## src/rtl/mem_bus_arbiter_pkg.sv

```systemverilog
// Shared types for the two-master memory bus arbiter: request ids, FSM states
// and the store size encoding carried on the bus.
package mem_bus_arbiter_pkg;

   typedef enum logic [1:0] {
      MEM_BYTE = 2'b00,
      MEM_HALF = 2'b01,
      MEM_WORD = 2'b10
   } mem_w_size_e;

   typedef enum logic {
      ARB_IDLE,
      ARB_LOCKED
   } arb_state_e;

   typedef logic [0:0] arb_id_t;

   localparam arb_id_t ARB_REQ_FETCH = 1'b0;
   localparam arb_id_t ARB_REQ_DATA  = 1'b1;

endpackage

```

## src/rtl/arb_owner_fifo.sv

```systemverilog
// Records which requester owns each outstanding read so responses can be
// steered back in request order.
module arb_owner_fifo
   import mem_bus_arbiter_pkg::*;
#(
   parameter int DEPTH = 4
) (
   input  logic    i_clk,
   input  logic    i_rst,
   input  logic    push,
   input  arb_id_t push_id,
   input  logic    pop,
   output logic    full,
   output logic    empty,
   output arb_id_t head
);

   localparam int AW = $clog2(DEPTH);

   logic [AW:0] wr_ptr_q, wr_ptr_d;
   logic [AW:0] rd_ptr_q, rd_ptr_d;
   arb_id_t     mem_q [DEPTH];
   arb_id_t     mem_d [DEPTH];
   logic        do_push, do_pop;

   // Pointers carry one extra wrap bit so full and empty are distinguishable.
   assign empty = (wr_ptr_q == rd_ptr_q);
   assign full  = (wr_ptr_q[AW] != rd_ptr_q[AW]) && (wr_ptr_q[AW-1:0] == rd_ptr_q[AW-1:0]);
   assign head  = mem_q[rd_ptr_q[AW-1:0]];

   assign do_pop  = pop && !empty;
   assign do_push = push && (!full || do_pop);

   always_comb begin
      wr_ptr_d = wr_ptr_q;
      rd_ptr_d = rd_ptr_q;
      mem_d    = mem_q;
      if (do_push) begin
         mem_d[wr_ptr_q[AW-1:0]] = push_id;
         wr_ptr_d = wr_ptr_q + (AW+1)'(1);
      end
      if (do_pop) rd_ptr_d = rd_ptr_q + (AW+1)'(1);
   end

   always_ff @(posedge i_clk) begin
      if (i_rst) begin
         wr_ptr_q <= '0;
         rd_ptr_q <= '0;
      end else begin
         wr_ptr_q <= wr_ptr_d;
         rd_ptr_q <= rd_ptr_d;
      end
   end

   always_ff @(posedge i_clk) mem_q <= mem_d;

endmodule

```

## src/rtl/mem_bus_arbiter.sv

```systemverilog
// Shares one memory slave port between instruction fetch (0) and the memory
// stage (1); holds a grant until the slave accepts and routes reads back in order.
module mem_bus_arbiter
   import mem_bus_arbiter_pkg::*;
#(
   parameter int OUTSTANDING_DEPTH = 4,
   parameter int FIXED_PRIORITY    = 0
) (
   input  logic             i_clk,
   input  logic             i_rst,
   input  logic [1:0]       i_m_valid,
   output logic [1:0]       o_m_ready,
   input  logic [1:0]       i_m_w_en,
   input  logic [1:0][31:0] i_m_addr,
   input  logic [1:0][31:0] i_m_w_data,
   input  logic [1:0][1:0]  i_m_w_size,
   output logic [1:0]       o_m_r_valid,
   output logic [31:0]      o_m_r_data,
   output logic             o_s_valid,
   input  logic             i_s_ready,
   output logic             o_s_w_en,
   output logic [31:0]      o_s_addr,
   output logic [31:0]      o_s_w_data,
   output mem_w_size_e      o_s_w_size,
   input  logic             i_s_r_valid,
   input  logic [31:0]      i_s_r_data
);

   arb_state_e state_q, state_d;
   arb_id_t    lock_id_q, lock_id_d;
   arb_id_t    last_grant_q, last_grant_d;
   arb_id_t    winner, sel, fifo_head;
   logic [1:0] eligible;
   logic       accept, can_push, push, pop, fifo_full, fifo_empty;

   assign pop      = i_s_r_valid && !fifo_empty && !i_rst;
   // A pop in the same cycle frees the slot a new read needs.
   assign can_push = !fifo_full || pop;

   always_comb begin
      eligible = '0;
      for (int i = 0; i < 2; i++) eligible[i] = i_m_valid[i] && (i_m_w_en[i] || can_push);

      if (&eligible) winner = (FIXED_PRIORITY != 0) ? ARB_REQ_DATA : ~last_grant_q;
      else           winner = eligible[1] ? ARB_REQ_DATA : ARB_REQ_FETCH;

      state_d      = state_q;
      lock_id_d    = lock_id_q;
      last_grant_d = last_grant_q;
      sel          = winner;
      o_s_valid    = 1'b0;
      case (state_q)
         ARB_IDLE: begin
            sel       = winner;
            o_s_valid = !i_rst && (|eligible);
         end
         ARB_LOCKED: begin
            sel       = lock_id_q;
            o_s_valid = !i_rst && eligible[lock_id_q];
         end
         default: state_d = ARB_IDLE;
      endcase

      accept = o_s_valid && i_s_ready;
      if (accept) begin
         last_grant_d = sel;
         state_d      = ARB_IDLE;
      end else if (o_s_valid) begin
         lock_id_d = sel;
         state_d   = ARB_LOCKED;
      end
   end

   assign push        = accept && !i_m_w_en[sel];
   assign o_m_ready   = accept ? (2'b01 << sel) : 2'b00;
   assign o_m_r_valid = pop ? (2'b01 << fifo_head) : 2'b00;
   assign o_m_r_data  = i_s_r_data;
   assign o_s_w_en    = i_m_w_en[sel];
   assign o_s_addr    = i_m_addr[sel];
   assign o_s_w_data  = i_m_w_data[sel];
   assign o_s_w_size  = mem_w_size_e'(i_m_w_size[sel]);

   always_ff @(posedge i_clk) begin
      if (i_rst) begin
         state_q      <= ARB_IDLE;
         lock_id_q    <= ARB_REQ_FETCH;
         last_grant_q <= ARB_REQ_DATA;
      end else begin
         state_q      <= state_d;
         lock_id_q    <= lock_id_d;
         last_grant_q <= last_grant_d;
      end
   end

   arb_owner_fifo #(.DEPTH(OUTSTANDING_DEPTH)) u_owner_fifo (
      .i_clk   (i_clk),
      .i_rst   (i_rst),
      .push    (push),
      .push_id (sel),
      .pop     (pop),
      .full    (fifo_full),
      .empty   (fifo_empty),
      .head    (fifo_head)
   );

   // A response with nothing outstanding is a slave protocol error; it is dropped.
   assert property (@(posedge i_clk) disable iff (i_rst) !(i_s_r_valid && fifo_empty));

endmodule

```

## config.mk

```make
export PLATFORM = sky130hd
export DESIGN_NAME = mem_bus_arbiter
export DESIGN_NICKNAME = d
export VERILOG_FILES = /design/src/rtl/mem_bus_arbiter_pkg.sv /design/src/rtl/arb_owner_fifo.sv /design/src/rtl/mem_bus_arbiter.sv
export SDC_FILE = /design/constraint.sdc
export NUM_CORES = 1
export LEC_CHECK = 0
export CAP_MARGIN = 0
export CORE_AREA = 2 2 109 111
export DETAILED_ROUTE_END_ITERATION = 6
export DIE_AREA = 0 0 111 113
export HOLD_SLACK_MARGIN = 0.02
export PLACE_DENSITY = 0.74
export SYNTH_ARGS = -nofsm -noshare
export SYNTH_HDL_FRONTEND = slang
export SYNTH_SLANG_ARGS = --single-unit
```

## constraint.sdc

```tcl
create_clock -name i_clk -period 4.94 [get_ports i_clk]
set_input_delay 0.988 -clock i_clk [delete_from_list [all_inputs] [get_ports i_clk]]
set_output_delay 0.988 -clock i_clk [all_outputs]
set_load 0.05 [all_outputs]
```

* Yosys cells after proc, flatten, opt, wreduce, memory -nomap -nowiden
Index checks and enable logic that the tools add are counted.
W data, S select, Z words.
** Storage, ports and cells
- Latch bits :: 0
- Bits of input ports :: 172
- Word-level logic and storage cells :: 72
- Flip-flop bits (word level) :: 13
- Output and inout port bits :: 104
- RAM bits :: 0
- Memories :: 0
- Memory bits (read-only) :: 0
** Cells by class
- Order comparisons :: 5
- Multiply operators :: 0
- Shift-type cells :: 2
- Div/mod/pow operators :: 0
- Reduce and logical (&&, ||, !) cells :: 24
- Equality and inequality tests :: 3
- Add/sub/neg operators :: 2
- Bitwise operators :: 5
- Mux-type cells :: 22
** Operator list (count)
- $mux W32 :: 4
- $logic_and A1 B1 Y1 :: 12
- $mux W1 :: 9
- $mux W2 :: 4
- $add A3 B1 Y3 const B :: 2
- $ge A3 B3 Y1 const B :: 2
- $not A2 Y3 :: 2
- $bwmux W4 :: 1
- $logic_not A1 Y1 :: 4
- $logic_or A1 B1 Y1 :: 4
- $lt A1 B2 Y1 const B :: 2
- $pmux W1 S2 :: 2
- $reduce_and A2 Y1 :: 2
- $reduce_or A2 Y1 :: 2
- $shl A1 B1 Y2 const A :: 2
- $eq A3 B3 Y1 :: 1
- $lt A3 B1 Y1 const B :: 1
- $not A1 Y1 :: 3
- $bmux W1 S2 :: 1
- $demux W1 S2 :: 1
- $eq A2 B2 Y1 :: 1
- $ne A1 B1 Y1 :: 1

* Longest topological paths before layout
Gate-level depths: netlist (run 1).
- Depth in word-level cells :: 15
- Gate-level depth with buffers :: 7
- Gate-level depth less buffers :: 5

* By module
Synthesis (run 1) repeated with hierarchy kept, for this count alone.
** Unflattened totals
- Cell total of the unflattened synthesis :: 205
- Area total of the unflattened synthesis :: 2016.9 um^2
** By module, submodules not included
- mem_bus_arbiter :: times used 1, sequential area each 60.1 um^2, cells each 148, area each 1378.8 um^2
- arb_owner_fifo :: times used 1, sequential area each 240.2 um^2, cells each 57, area each 638.1 um^2

* Worst setup path before layout (run 1)
OpenSTA, ideal clock, no wires.
- Path type :: in2out
- From :: in i_rst
- To :: out o_m_ready[1]
- Stages on the path :: 7
- Arrival :: 2.622 ns
- Required time :: 3.952 ns
- Path buffers :: 2
- Slack :: 1.330 ns
- Cell sequence :: nand2b_1 > nand4_2 > o21bai_1 > a21o_1 > buf_6 > buf_8 > nor2b_1
** Between the ends
- Elaborated cells between the ends (all ways) :: 20
- Those cells by class :: shift (1); mux (7); reduce/logical (12)
** RTL lines
- from (decl) :: RTL line mem_bus_arbiter.sv:10 : input logic i_rst,
- $logic_not A1 Y1 (*) :: RTL line mem_bus_arbiter.sv:36 : assign pop = i_s_r_valid && !fifo_empty && !i_rst;
- $logic_and A1 B1 Y1 (*) :: RTL line mem_bus_arbiter.sv:36
- $logic_or A1 B1 Y1 (*) :: RTL line mem_bus_arbiter.sv:38 : assign can_push = !fifo_full || pop;
- $logic_or A1 B1 Y1 :: RTL line mem_bus_arbiter.sv:42 : for (int i = 0; i < 2; i++) eligible[i] = i_m_valid[i] && (i_m_w_en[i] || can_push);
- $logic_and A1 B1 Y1 :: RTL line mem_bus_arbiter.sv:42
- $mux W1 or $reduce_and A2 Y1 (tied branches) :: RTL line mem_bus_arbiter.sv:45, mem_bus_arbiter.sv:44
- $mux W1 (*) :: RTL line mem_bus_arbiter.sv:44 : if (&eligible) winner = (FIXED_PRIORITY != 0) ? ARB_REQ_DATA : ~last_grant_q;
- $pmux W1 S2 (*) :: RTL line mem_bus_arbiter.sv:52 : case (state_q)
- named net sel :: RTL line mem_bus_arbiter.sv:32 : arb_id_t winner, sel, fifo_head;
- $shl A1 B1 Y2 (*) :: RTL line mem_bus_arbiter.sv:75 : assign o_m_ready = accept ? (2'b01 << sel) : 2'b00;
- $mux W2 (*) :: RTL line mem_bus_arbiter.sv:75
- to (decl) :: RTL line mem_bus_arbiter.sv:12 : output logic [1:0] o_m_ready,
The timed path passes the listed nets; every way through them passes the cells marked *. The select of a mux whose other input is x is not followed.

* Worst setup path in the final report (run 1)
- From :: in i_m_w_en[0]
- To :: out o_m_ready[1]
** Between the ends
- Longest elaborated chain between the ends :: 8
- Elaborated cells between the ends (all ways) :: 14
- Those cells by class :: shift (1); mux (6); reduce/logical (7)
** Ends and longest elaborated chain
- from (decl) :: RTL line mem_bus_arbiter.sv:13 : input logic [1:0] i_m_w_en,
- $logic_or A1 B1 Y1 (*) :: RTL line mem_bus_arbiter.sv:42
- $logic_and A1 B1 Y1 (*) :: RTL line mem_bus_arbiter.sv:42
- $mux W1 (not written as such) (2 in series) :: RTL line mem_bus_arbiter.sv:59 : o_s_valid = !i_rst && eligible[lock_id_q];
- $logic_and A1 B1 Y1 :: RTL line mem_bus_arbiter.sv:59
- $pmux W1 S2 :: RTL line mem_bus_arbiter.sv:52
- $logic_and A1 B1 Y1 :: RTL line mem_bus_arbiter.sv:64 : accept = o_s_valid && i_s_ready;
- $mux W2 (*) :: RTL line mem_bus_arbiter.sv:75
Mark *: on every way between the ends. The rest lies on a longest branch, timed or not. The select of a mux whose other input is x is not followed.

==> results of run 1 <==
==> cells by family after synthesis <==
kind of cell / Yosys count
AND/OR/NAND/NOR: 38
adder cells (fa/ha/maj): 5
flip-flops: 13
AO/OA/AOI/OAI: 21
buffers and inverters: 46
multiplexers: 72
XOR/XNOR: 6
==> placed cells by master (no fill, tap or decap), types with 2 or more instances in the layout <==
| cell | n |
|---|---|
| clkdlybuf4s50_1 | 151 |
| mux2_4 | 66 |
| buf_4 | 61 |
| nor2_1 | 10 |
| dfxtp_1 | 9 |
| and2_1 | 6 |
| nand2_1 | 5 |
| inv_1 | 5 |
| a21oi_1 | 5 |
| ha_1 | 5 |
| nand2b_1 | 4 |
| a31oi_1 | 4 |
| edfxtp_1 | 4 |
| nor2b_1 | 3 |
| mux2i_1 | 3 |
| nand3_1 | 3 |
| o21ai_0 | 3 |
| clkbuf_16 | 3 |
| xnor2_2 | 2 |
| xor2_1 | 2 |
| o21a_1 | 2 |
| xnor2_1 | 2 |
| mux2_2 | 2 |
| o31ai_1 | 2 |
| buf_12 | 2 |
==> worst register-to-register path, cell delays in order, from the launching register on <==
cell and delay (ns):
dfxtp_1 0.37, and2_1 0.24, a21oi_1 0.14, mux2_2 0.39, nor4_1 0.34, and2_1 0.20
==> worst paths after layout <==
path | startpoint | to | slack [ns] | depth (start not counted)
worst max register to register | state_q$_SDFFE_PP0N_ | u_owner_fifo.mem_q[0]$_DFFE_PP_ | 2.97 | 5
worst max-delay path | i_m_w_en[0] | o_m_ready[1] | 0.55 | 7
worst min register to register | u_owner_fifo.rd_ptr_q[1]$_SDFFE_PP0P_ | u_owner_fifo.rd_ptr_q[1]$_SDFFE_PP0P_ | 0.56 | 2
worst min-delay path | u_owner_fifo.rd_ptr_q[1]$_SDFFE_PP0P_ | u_owner_fifo.rd_ptr_q[1]$_SDFFE_PP0P_ | 0.56 | 2
==> metal layers <==
metal | GRT usage | vias to the layer above | part of all wire
met5 | 0 | - | 0
met2 | 0.229 | 140 | 0.50
met4 | 0.0267 | 0 | 0.0088
met3 | 0.0520 | 7 | 0.10
li1 | - | 1035 | -
met1 | 0.145 | 1008 | 0.38
==> layout make-up <==
| type | count | area (sq um) |
|---|---|---|
| multi-input cells | 142 | 1540 |
| repair buffers | 214 | 2010 |
| fillers | 1142 | 7140 |
| inverters | 5 | 18.8 |
| flip-flops and latches | 13 | 300 |
| clock buffers | 4 | 78.8 |
| well taps | 143 | 179 |
==> power breakdown <==
group          internal [mW]  switching (mW)
registers              0.115         0.00589
logic                  0.280           0.315
clock network          0.109          0.0469
==> per-stage QoR <==
stage	instance area, sq um	power [mW]
finish	4130	0.872
global route	4130	0.902
CTS	4130	0.878
detailed placement	4050	0.720
global placement	4050	0.715
floorplan	2240	0.583
==> sequential cells by signal (all words and copies together) (netlist names) <==
name and cells:
u_owner_fifo.rd_ptr_q 3, u_owner_fifo.wr_ptr_q 3, lock_id_q 1, state_q 1, u_owner_fifo.mem_q 4, last_grant_q 1
==> qor.csv, run 1 <==
stage;metric;value;unit
worst_setup_path;start_kind;input port;
logic_synthesis;synth_mux_area_frac;0.475;
placed_design;dp_hpwl;7480;um
global_routing;grt_max_degree;43;
hold_path;min_path_type;flip-flop to flip-flop;
logic_synthesis;yosysSeqAreaShare;0.134;
placed_design;placed_cells;517;
clock_tree;cts_max_level;1;
logic_synthesis;yosysMostFrequentCell;mux2_4;
logic_synthesis;synth_common_cells;66 x mux2_4, 32 x buf_4, 10 x nor2_1, 9 x dfxtp_1;
worst_setup_path;critPathTopFamily;buffers and inverters;
floorplanning;fp-row-count;39;
timing;slew_viol_final;0;
floorplanning;dieArea;12500;sq um
clock_tree;cts_tree;built;
logic_synthesis;syn_avg_cell_area;11.2;sq um
floorplanning;ioPinCount;276;
timing;worst_hold_slack;0.557;ns
worst_setup_path;cp.arrival;3.40;ns
logic_synthesis;netlist_area;2240;sq um
global_routing;grt_use_total;0.128;
layout;antenna_cells;0;
clock_tree;holdBufCountCts;0;
placed_design;place_worst_setup_slack;0.576;ns
global_routing;grt_pass1_vias;2305;
layout;nNetsFinal;556;
routing;ant_nets;0;
timing;worst_slew_pin_slew;0.507;ns
power_and_ir_drop;ir_drop;0.000184;V
power_and_ir_drop;powerDensity;211;nW/um^2
floorplanning;die_h;113;um
clock_tree;cts_made_buffers;3;
job;drv_cap;0;
timing;fin_ws;0.553;ns
timing;setup_tns;0;ns
layout;stdcell_count;521;
clock_tree;cts.sink_count;13;
worst_setup_path;cpMaxStageDelayCell;clkdlybuf4s50_1;
routing;drt_iter0_markers;78;
worst_setup_path;crit_path_end_kind;output port;
logic_synthesis;synth_edf_count;4;
global_routing;antenna_found_initial;0;
layout;drive_above_1_share;0.370;
clock_tree;postCtsResizedCells;0;
clock_tree;clock-root-buffer;clkbuf_16;
clock_tree;post_cts_buffers;0;
timing;hold_viol;0;
outcome;status;finished clean;
placed_design;gp_congestion;0.794;
global_routing;grt_remaining_overflow;0;
layout;post-route-util;0.366;
logic_synthesis;synth_nets;378;
logic_synthesis;synthArstFlopShare;0;
layout;syn2layout_area_growth;83.9;%
clock_tree;path_clk_slew;0.05;ns
clock_tree;clkLatencyLatePin;0.25;ns
logic_synthesis;synth_cells;201;
worst_setup_path;critical_path_class;input port to output port;
global_routing;grt_pass1_wl;12800;um
logic_synthesis;ys_types;39;
timing;min_period;4.39;ns
timing;clock_skew;0.00236;ns
timing;fmax;228;MHz
routing;drtPass1Iterations;4;
routing;viasPerCell;4.20;
timing;finalSetupViolations;0;
worst_setup_path;path_cells;clkdlybuf4s50_1, nand3b_1, a31oi_1, a31oi_1, or3_1, nor2b_1, clkdlybuf4s50_1;
routing;wirelength;8650;um
logic_synthesis;synth_top_family_by_area;multiplexers;
worst_setup_path;cp.buffers_inverters;2;
floorplanning;core-area;11300;sq um
timing;finalCritPeriodShare;0.888;
power_and_ir_drop;leakagePower;1.76;nW
logic_synthesis;ys_ff_latch;13;
logic_synthesis;synth_compound_area_frac;0.0602;
timing;rsz0062_at_grt;no;
floorplanning;die_x;111;um
logic_synthesis;synth_top_cell_area_share;0.441;
floorplanning;start_util;0.199;
logic_synthesis;ys_warn_count;0;
logic_synthesis;ys.flop_type;dfxtp_1;
logic_synthesis;synth_xor_area_frac;0.0301;
logic_synthesis;synth_area_leaders;mux2_4 44%, buf_4 11%, dfxtp_1 8.0%;
logic_synthesis;yosysTopAreaCell;mux2_4;
placed_design;io_buffers;211;
timing;slew_headroom;0.661;
routing;dr_total_vias;2190;
logic_synthesis;synthSimpleGateAreaFrac;0.0909;
logic_synthesis;synthAdderAreaFrac;0.0279;
worst_setup_path;slowest_delay;0.81;ns
worst_setup_path;critPathMaxFanout;7;
routing;drc;0;
clock_tree;clock_path_buffers;2;
worst_setup_path;required;3.95;ns
routing;avgRoutedWirePerCell;16.6;um
Note: power is estimated with default switching activity, not from simulation.
==> run 2, diff against run 1 <==
- SLEW_MARGIN: default -> 20
==> results of run 2 <==
Final layout, timing and power as in run 1 (identical DEF).
